[src/rtl/grf_wb_arbiter_pkg.sv]
// grf_wb_arbiter_pkg
//   Shared constants and types for the GRF writeback arbiter slice.
//   GRF_AW / GRF_DW : register-file address and data widths.
//   wb_ent_t        : one writeback record {a3, wd, pc}, used both for the
//                     buffered S results and for the granted write.
//   a3_live()       : true when a destination register actually gets written
//                     ($0 writes are discarded).
package grf_wb_arbiter_pkg;

   localparam int GRF_AW = 5;
   localparam int GRF_DW = 32;

   typedef struct packed {
      logic [GRF_AW-1:0] a3;
      logic [GRF_DW-1:0] wd;
      logic [GRF_DW-1:0] pc;
   } wb_ent_t;

   function automatic logic a3_live(input logic [GRF_AW-1:0] a3);
      return a3 != '0;
   endfunction

endpackage

[src/rtl/grf_wb_arbiter_fifo.sv]
// grf_wb_fifo
//   DEPTH-entry circular buffer of writeback records for the secondary (S)
//   source, with two address-match ports for D-stage hazard lookups.
// Ports
//   clk, reset      : clock, asynchronous active-low reset
//   push, wr_ent    : enqueue wr_ent (ignored when full)
//   pop,  rd_ent    : dequeue; rd_ent is the current head
//   full, empty     : occupancy flags
//   count           : number of valid entries, 0..DEPTH
//   m_a1/m_a2       : lookup addresses; hit1/hit2 set when any valid entry
//                     targets that register
module grf_wb_fifo
   import grf_wb_arbiter_pkg::*;
#(
   parameter int DEPTH = 4
) (
   input  logic                       clk,
   input  logic                       reset,
   input  logic                       push,
   input  wb_ent_t                    wr_ent,
   input  logic                       pop,
   output wb_ent_t                    rd_ent,
   output logic                       full,
   output logic                       empty,
   output logic [$clog2(DEPTH):0]     count,
   input  logic [GRF_AW-1:0]          m_a1,
   input  logic [GRF_AW-1:0]          m_a2,
   output logic                       hit1,
   output logic                       hit2
);

   localparam int PW = $clog2(DEPTH);
   localparam int CW = PW + 1;

   wb_ent_t          mem [DEPTH];
   logic [PW-1:0]    wr_ptr, rd_ptr;
   logic [CW-1:0]    cnt;
   logic             do_push, do_pop;
   logic [DEPTH-1:0] vld, m1, m2;

   assign full    = cnt == CW'(DEPTH);
   assign empty   = cnt == '0;
   assign count   = cnt;
   assign rd_ent  = mem[rd_ptr];
   assign do_push = push && !full;
   assign do_pop  = pop && !empty;

   always_ff @(posedge clk or negedge reset) begin
      if (!reset) begin
         wr_ptr <= '0;
         rd_ptr <= '0;
         cnt    <= '0;
      end else begin
         if (do_push) wr_ptr <= wr_ptr + PW'(1);
         if (do_pop)  rd_ptr <= rd_ptr + PW'(1);
         case ({do_push, do_pop})
            2'b10:   cnt <= cnt + CW'(1);
            2'b01:   cnt <= cnt - CW'(1);
            default: cnt <= cnt;
         endcase
      end
   end

   // Storage carries no reset; validity comes from the pointers and count.
   always_ff @(posedge clk) begin
      if (do_push) mem[wr_ptr] <= wr_ent;
   end

   // Slot i is valid when its distance from the read pointer (mod DEPTH,
   // DEPTH is a power of two) is below the occupancy.
   for (genvar i = 0; i < DEPTH; i++) begin : g_match
      logic [PW-1:0] off;
      assign off   = PW'(i) - rd_ptr;
      assign vld[i] = CW'(off) < cnt;
      assign m1[i]  = vld[i] && (mem[i].a3 == m_a1);
      assign m2[i]  = vld[i] && (mem[i].a3 == m_a2);
   end

   assign hit1 = |m1;
   assign hit2 = |m2;

endmodule

[src/rtl/grf_wb_arbiter.sv]
// grf_wb_arbiter
//   Shares the single GRF write port between the in-order W stage (P,
//   primary) and a multi-cycle unit (S, secondary). S results are buffered in
//   grf_wb_fifo; P wins by default, but an S head that has waited MAX_WAIT
//   cycles forces an S grant and stalls P for that cycle.
// Ports
//   clk, reset                : clock, asynchronous active-low reset
//   p_valid/p_a3/p_wd/p_pc    : W stage write request; p_stall = not taken
//   s_valid/s_a3/s_wd/s_pc    : S result; s_ready = accepted this cycle
//   q_a1/q_a2, pend_hit1/2    : D-stage lookups against pending S writes
//   grf_we/a3/wd/pc           : GRF write port
//   s_count                   : buffered S entries
// Configuration
//   GRF_ARB_TRACE_EN : when defined, prints each GRF write and each S result
//                      dropped for $0. Port list is identical either way.
module grf_wb_arbiter
   import grf_wb_arbiter_pkg::*;
#(
   parameter int DEPTH    = 4,
   parameter int MAX_WAIT = 3
) (
   input  logic                   clk,
   input  logic                   reset,
   input  logic                   p_valid,
   input  logic [GRF_AW-1:0]      p_a3,
   input  logic [GRF_DW-1:0]      p_wd,
   input  logic [GRF_DW-1:0]      p_pc,
   output logic                   p_stall,
   input  logic                   s_valid,
   output logic                   s_ready,
   input  logic [GRF_AW-1:0]      s_a3,
   input  logic [GRF_DW-1:0]      s_wd,
   input  logic [GRF_DW-1:0]      s_pc,
   input  logic [GRF_AW-1:0]      q_a1,
   input  logic [GRF_AW-1:0]      q_a2,
   output logic                   pend_hit1,
   output logic                   pend_hit2,
   output logic                   grf_we,
   output logic [GRF_AW-1:0]      grf_a3,
   output logic [GRF_DW-1:0]      grf_wd,
   output logic [GRF_DW-1:0]      grf_pc,
   output logic [$clog2(DEPTH):0] s_count
);

   localparam int WW = $clog2(MAX_WAIT + 1);

   wb_ent_t       head, sel;
   logic          full, empty, fhit1, fhit2;
   logic          accept, push, grant_s, grant_p;
   logic [WW-1:0] wait_cnt;

   // s_ready looks only at registered occupancy (plus reset), so a pop in
   // this cycle cannot open the port combinationally.
   assign s_ready = reset && !full;
   assign accept  = s_valid && s_ready;
   assign push    = accept && a3_live(s_a3);

   assign grant_s = reset && !empty && (!p_valid || wait_cnt == WW'(MAX_WAIT));
   assign grant_p = reset && p_valid && !grant_s;
   assign p_stall = grant_s && p_valid;

   grf_wb_fifo #(.DEPTH(DEPTH)) u_fifo (
      .clk    (clk),
      .reset  (reset),
      .push   (push),
      .wr_ent ('{a3: s_a3, wd: s_wd, pc: s_pc}),
      .pop    (grant_s),
      .rd_ent (head),
      .full   (full),
      .empty  (empty),
      .count  (s_count),
      .m_a1   (q_a1),
      .m_a2   (q_a2),
      .hit1   (fhit1),
      .hit2   (fhit2)
   );

   always_comb begin
      sel = '0;
      if (grant_s)      sel = head;
      else if (grant_p) sel = '{a3: p_a3, wd: p_wd, pc: p_pc};
   end

   assign grf_we = (grant_s || grant_p) && a3_live(sel.a3);
   assign grf_a3 = sel.a3;
   assign grf_wd = sel.wd;
   assign grf_pc = sel.pc;

   // The head being popped this cycle is still in the FIFO and still hits.
   assign pend_hit1 = reset && a3_live(q_a1) && (fhit1 || (push && s_a3 == q_a1));
   assign pend_hit2 = reset && a3_live(q_a2) && (fhit2 || (push && s_a3 == q_a2));

   // Age of the current head while it loses to P; restarts for each new head.
   always_ff @(posedge clk or negedge reset) begin
      if (!reset)                    wait_cnt <= '0;
      else if (grant_s || empty)     wait_cnt <= '0;
      else if (wait_cnt != WW'(MAX_WAIT)) wait_cnt <= wait_cnt + WW'(1);
   end

`ifdef GRF_ARB_TRACE_EN
   always @(posedge clk) begin
      if (grf_we)
         $display("%d@%h: $%d <= %h", $time, grf_pc, grf_a3, grf_wd);
      if (accept && !a3_live(s_a3))
         $display("%d@%h: drop", $time, s_pc);
   end
`endif

endmodule

[config.mk]
export PLATFORM = sky130hd
export DESIGN_NAME = grf_wb_arbiter
export DESIGN_NICKNAME = d
export VERILOG_FILES = /design/src/rtl/grf_wb_arbiter_pkg.sv /design/src/rtl/grf_wb_arbiter_fifo.sv /design/src/rtl/grf_wb_arbiter.sv
export SDC_FILE = /design/constraint.sdc
export NUM_CORES = 1
export LEC_CHECK = 0
export BUFFER_PORTS_ARGS = -buffer_cell sky130_fd_sc_hd__buf_2
export CORE_AREA = 2 2 179 181
export DETAILED_ROUTE_END_ITERATION = 8
export DIE_AREA = 0 0 181 183
export PLACE_DENSITY = 0.67
export SKIP_CTS_REPAIR_TIMING = 1
export SYNTH_ARGS = -nofsm -noshare
export SYNTH_HDL_FRONTEND = slang
export SYNTH_SLANG_ARGS = --single-unit
[constraint.sdc]
create_clock -name clk -period 5.8 [get_ports clk]
set_input_delay 0 -clock clk [delete_from_list [all_inputs] [get_ports clk]]
set_output_delay 0 -clock clk [all_outputs]
set_load 0.005 [all_outputs]
Word-level counts from Yosys, hierarchy flattened
Memories as Yosys holds them, arrays and structs flattened. Index checks and enable logic that the tools add are counted.

Register bits: 9. Latch bits: 0. Memory bits (writable): 276. Memory bits (read-only): 0. Output and inout bits: 77. Memories: 1.

Memories: u_fifo.mem (depth 4, bits a word 69, read ports 5, clocked after Yosys merged registers in 0, wr ports 1, line grf_wb_arbiter_fifo.sv:35) `wb_ent_t mem [DEPTH];`.

$add $sub $neg: 9. Multiply operators: 0. Divide/modulo/power cells: 0. $lt $le $gt $ge: 4. Eq/ne operators: 15. Shift-type cells: 0. Multiplexer cells: 7. Bitwise gates (word level): 0. Reduce and logical (&&, ||, !) cells: 43.

Operator list (count): two-way mux 69 bit (2); equality test 5 bit (10); logical AND 1 bit (25); nonzero test 5 bit (4); less-than comparator 2 x 3 -> 1 bit (4); OR reduction 4 bit (2); adder 2 x 1 -> 2 bit, second input constant (3); case mux 3 bit (2 select lines) (1); logical OR 1 bit (5); equality test 2 bit, second input constant (2); logical NOT 1 bit (4); two-way mux 2 bit (2); nonzero test 2 bit (2); subtractor 1 x 2 -> 2 bit, first input constant (2); subtractor 2 bit, first input constant (2); adder 3 x 1 -> 3 bit, second input constant (1); equality test 3 bit, second input constant (1); logical NOT 3 bit (1); subtractor 3 x 1 -> 3 bit, second input constant (1); equality test 2 x 1 -> 1 bit, second input constant (1); two-way mux 1 bit (2); inequality test 2 bit, second input constant (1).

Depth between registers and ports, before layout
Depth in word-level cells: 10. Mapped depth: 11. Depth with buffers taken out: 10.

Modules after synthesis
A second synthesis with hierarchy kept.

Cells, all modules: 610. Area total of the unflattened synthesis: 12057.8 um^2.

Modules (own cells, without submodules): grf_wb_fifo (instances 1, cells each 476, area an instance 10961.8 um^2, sequential area each 8463.1 um^2); grf_wb_arbiter (instances 1, cells each 134, area an instance 1096.1 um^2, sequential area each 50.0 um^2).

Worst setup path before layout
Ideal clock, no wire load.

Path type: register to register. Start point: register u_fifo.cnt[1], in the netlist u_fifo.count[1]. End point: memory u_fifo.mem[0][0] in the netlist's numbering (enable). Data arrival time: 2726 ps. Setup slack: 2639 ps. Cell stages (with the launch flop): 6. Path buffers: 1. Period minus slack after synthesis: 3161 ps. Path through: dfrtp_1 -> inv_1 -> a31oi_1 -> o211a_1 -> buf_2 -> and2_1.

Word-level cells in the longest chain between the ends: 8.

RTL lines: start: declaration (line grf_wb_arbiter_fifo.sv:37) `logic [CW-1:0] cnt;`; start signal: assignment (line grf_wb_arbiter_fifo.sv:57) `2'b10: cnt <= cnt + CW'(1);`; start signal: assignment (line grf_wb_arbiter_fifo.sv:58) `2'b01: cnt <= cnt - CW'(1);`; start signal: assignment (line grf_wb_arbiter_fifo.sv:59) `default: cnt <= cnt;`; equality test 3 bit (line grf_wb_arbiter_fifo.sv:41) `assign full = cnt == CW'(DEPTH);`; logical NOT 1 bit (line grf_wb_arbiter.sv:54) `assign s_ready = reset && !full;`; logical AND 1 bit (line grf_wb_arbiter.sv:54); net s_ready (line grf_wb_arbiter.sv:30) `output logic s_ready,`; logical AND 1 bit (line grf_wb_arbiter.sv:55) `assign accept = s_valid && s_ready;`; logical AND 1 bit (line grf_wb_arbiter.sv:56) `assign push = accept && a3_live(s_a3);`; logical AND 1 bit (line grf_wb_arbiter_fifo.sv:45) `assign do_push = push && !full;`; two-way mux 1 bit (line grf_wb_arbiter_fifo.sv:66) `if (do_push) mem[wr_ptr] <= wr_ent;`; two-way mux 1 bit (not written as such) (line grf_wb_arbiter_fifo.sv:66); end: declaration (line grf_wb_arbiter_fifo.sv:35).

The timed path passes the listed nets, and every way through them passes these cells.

Worst setup path after layout
Start point: register u_fifo.cnt[2], in the netlist u_fifo.count[2]. End point: output port grf_pc[0].

Word-level cells in the longest chain between the ends: 8.

RTL lines: logical NOT 3 bit * (line grf_wb_arbiter_fifo.sv:42) `assign empty = cnt == '0;`; logical NOT 1 bit * (line grf_wb_arbiter.sv:58) `assign grant_s = reset && !empty && (!p_valid || wait_cnt == WW'(MAX_WAIT));`; logical AND 1 bit * (2 in series) (line grf_wb_arbiter.sv:58); logical NOT 1 bit (line grf_wb_arbiter.sv:59) `assign grant_p = reset && p_valid && !grant_s;`; logical AND 1 bit (line grf_wb_arbiter.sv:59); two-way mux 69 bit (line grf_wb_arbiter.sv:81) `else if (grant_p) sel = '{a3: p_a3, wd: p_wd, pc: p_pc};`; two-way mux 69 bit * (line grf_wb_arbiter.sv:80) `if (grant_s) sel = head;`; end: declaration (line grf_wb_arbiter.sv:41) `output logic [GRF_DW-1:0] grf_pc,`.

Mark *: on every way between the ends. The rest lies on a longest branch, timed or not.

==> flow_summary.ini <==
[status]
status = finished, final reports clean

[worst_setup_path]
crit_path_cell_trace = or3_4 -> a21oi_4 -> buf_4 -> a22o_1 -> buf_2
cp_max_fo = 37
r2r_slack_ns = 2.94
end_kind = primary output
slowest_stage = a21oi_4
critical-path-top-delay-family = compound AO/OA/AOI/OAI gates
critical_path_arrival_ns = 3.25
max_stage_delay_ns = 0.84
path_class = register to primary output
path_buf_inv = 2
cp-start-kind = register
critPathRequiredTime_ns = 5.80

[logic_synthesis]
synth_edf_count = 276
synth_top_area_cell = edfxtp_1
ys_seq_area_share_pct = 71.2
ys_types = 38
synth.area.top_cells = edfxtp_1, mux4_2, a22o_1
synth-seq-cells = 285
synth_ff_type = edfxtp_1
ys.warnings.count = 0
syn-cell-area_um2 = 12000
netlist_instances = 609
syn-num-nets = 772
async_flop_share_pct = 3.16
synth_top_area_share_pct = 69.4
avgSynthCellArea_um2 = 19.6

[pwr]
p_leak_uw = 0.00547
p_sw_uw = 1710
p_seq_share_pct = 44.1
clock_power_share_pct = 28.3
peakVddDrop_v = 0.000311
p_int_uw = 4380
switching_share_pct = 28.2
p_comb_share_pct = 27.7
power.density_nw_per_um2 = 404

[place]
placed_cell_area_um2 = 13500
io_buffer_count = 228
hpwl_mm = 15.9
gp_congestion = 0.852

[routing]
drtIter0Drc = 503
ant_nets = 0
num_vias = 6712
drc_errors = 0
wl_per_cell_um = 19.7
viasPerCell = 5.06
routed_wl_mm = 26.2
dr.pass1.iters = 5

[grt]
grt_pass1_wl_mm = 39.0
gr-total-overflow = 0
grt_max_degree = 74
grt.total_usage_pct = 15.3
antenna_found_initial = 3
first_global_vias = 6587

[sta]
setup-violations-final = 0
hold_viol_final = 0
timing.fmax_mhz = 308
min_period_ns = 3.25
worstMarginPinSlew_ns = 1.06
slew_headroom_pct = 29.0
rsz0062_at_grt = no
slew_violations = 0
fin_crit_sh_pct = 56.0
timing.clock.skew_ns = 0.0123
finalSetupTns_ns = 0

[floorplan]
die_area_um2 = 33100
die_h_um = 183
io_pins = 229
chipWidth_um = 181
start_util_pct = 38.3
core_area_um2 = 31200
rows = 65

[clock_network]
clock-sinks = 285
cts_tree = built
path_clk_slew_ns = 0.06
cts_buffers = 29
cts-root-buf = clkbuf_16
clockBufferDepth = 3
htreeDepth = 1
clkLatencyLatePin_ns = 0.54

[layout]
fin_util_pct = 48.3
final_common_cell = edfxtp_1
area_growth_pct = 26.2
fin_nets = 1068
fill_cells = 2676
layout_common_cells = edfxtp_1, buf_2, dlygate4sd3_1
fin_area_um2 = 15100
final_layout_size_suffix_gt1_share_pct = 38.3

[run]
maxCapViolations = 0

[min_path]
hold_path_class = primary input to register
==> worst min-delay path: stages <==
cell and delay [ns]:
buf_2 0.11, o211a_1 0.24, xnor2_1 0.18
==> synth_stat cells (2+ instances only) <==
cell	number
xnor2_1	26
dfrtp_1	9
mux4_2	69
a21oi_1	4
a41oi_1	2
o21ai_0	5
buf_2	18
and2_1	7
buf_1	4
nand2b_1	2
nor3_1	9
nand2_1	6
xor2_1	32
nor2_1	4
clkbuf_1	17
o22a_1	2
a22o_1	69
edfxtp_1	276
nand3_1	6
buf_6	2
inv_1	9
or4_1	4
ha_1	10
a31oi_1	3
==> final timing paths <==
kind                                             start                            to  depth (start not counted)
max                        u_fifo.count[2]$_DFFE_PN0P_                     grf_pc[0]                          5
min                                            s_valid  u_fifo.wr_ptr[0]$_DFFE_PN0P_                          3
max reg2reg                    wait_cnt[0]$_DFFE_PN0P_   u_fifo.count[2]$_DFFE_PN0P_                          9
min reg2reg                u_fifo.count[1]$_DFFE_PN0P_   u_fifo.count[1]$_DFFE_PN0P_                          2
max in group asynchronous                        reset  u_fifo.rd_ptr[1]$_DFFE_PN0P_                          3
min in group asynchronous                        reset   u_fifo.count[2]$_DFFE_PN0P_                          3
==> metal layers <==
| layer | wire [um] | global-route usage (%) | share of wire [%] | up-vias |
|---|---|---|---|---|
| li1 | - | - | - | 3100 |
| met1 | 11100 | 20.2 | 42 | 3340 |
| met2 | 13000 | 26.2 | 50 | 245 |
| met3 | 1750 | 3.69 | 6.7 | 27 |
| met4 | 331 | 3.09 | 1.3 | 0 |
| met5 | 0 | 0 | 0 | - |
==> metrics by stage <==
step / total power [uW] / hold slack [ns] / worst slack, ns / instances
global route: 6420 / 0.0468 / 2.31 / 1324
detailed placement: 4410 / -0.0777 / 2.89 / 1204
CTS: 6160 / -0.667 / 2.42 / 1252
finish: 6090 / 0.0485 / 2.55 / 1327
global placement: 4390 / -0.0815 / 2.98 / 1204
floorplan: 3850 / -0.296 / 2.64 / 609
==> layout make-up <==
cell class	instances	area (um^2)	share of cell area, %
antenna	3	7.51	0.0498
clock buffer	32	737	4.89
timing repair buffer	307	1910	12.7
tap	402	503	3.34
multi-input combinational	273	3230	21.4
inverter	9	33.8	0.224
clock inverter	16	136	0.904
sequential	285	8520	56.5
==> power groups by stage <==
stage	Combinational (uW)	Sequential, uW	Clock, uW
global route	1840	2720	1850
CTS	1680	2700	1780
finish	1690	2680	1720
detailed placement	1680	2740	0
floorplan	1240	2610	0
global placement	1660	2730	0
==> flip-flops by register name, summed over array words and instances (netlist names) <==
| register | cells |
|---|---|
| u_fifo.rd_ptr | 2 |
| u_fifo.wr_ptr | 2 |
| u_fifo.count | 3 |
| u_fifo.mem | 276 |
| wait_cnt | 2 |
==> logic make-up (layout without fill, tap and decap cells) <==
logic type                 count (synthesis)  in the layout  share of synthesized area (%)
and+or+nand+nor                           44             44                           2.04
AOI/OAI and AO/OA                         91             91                           6.30
muxes                                     69             69                           13.0
other                                      0              3                              0
adders and majority gates                 11             11                           1.21
buffers and inverters                     51            364                           1.95
xor gates and xnor gates                  58             58                           4.25
DFF                                      285            285                           71.2
No activity file was read; power rests on OpenSTA's default activity.
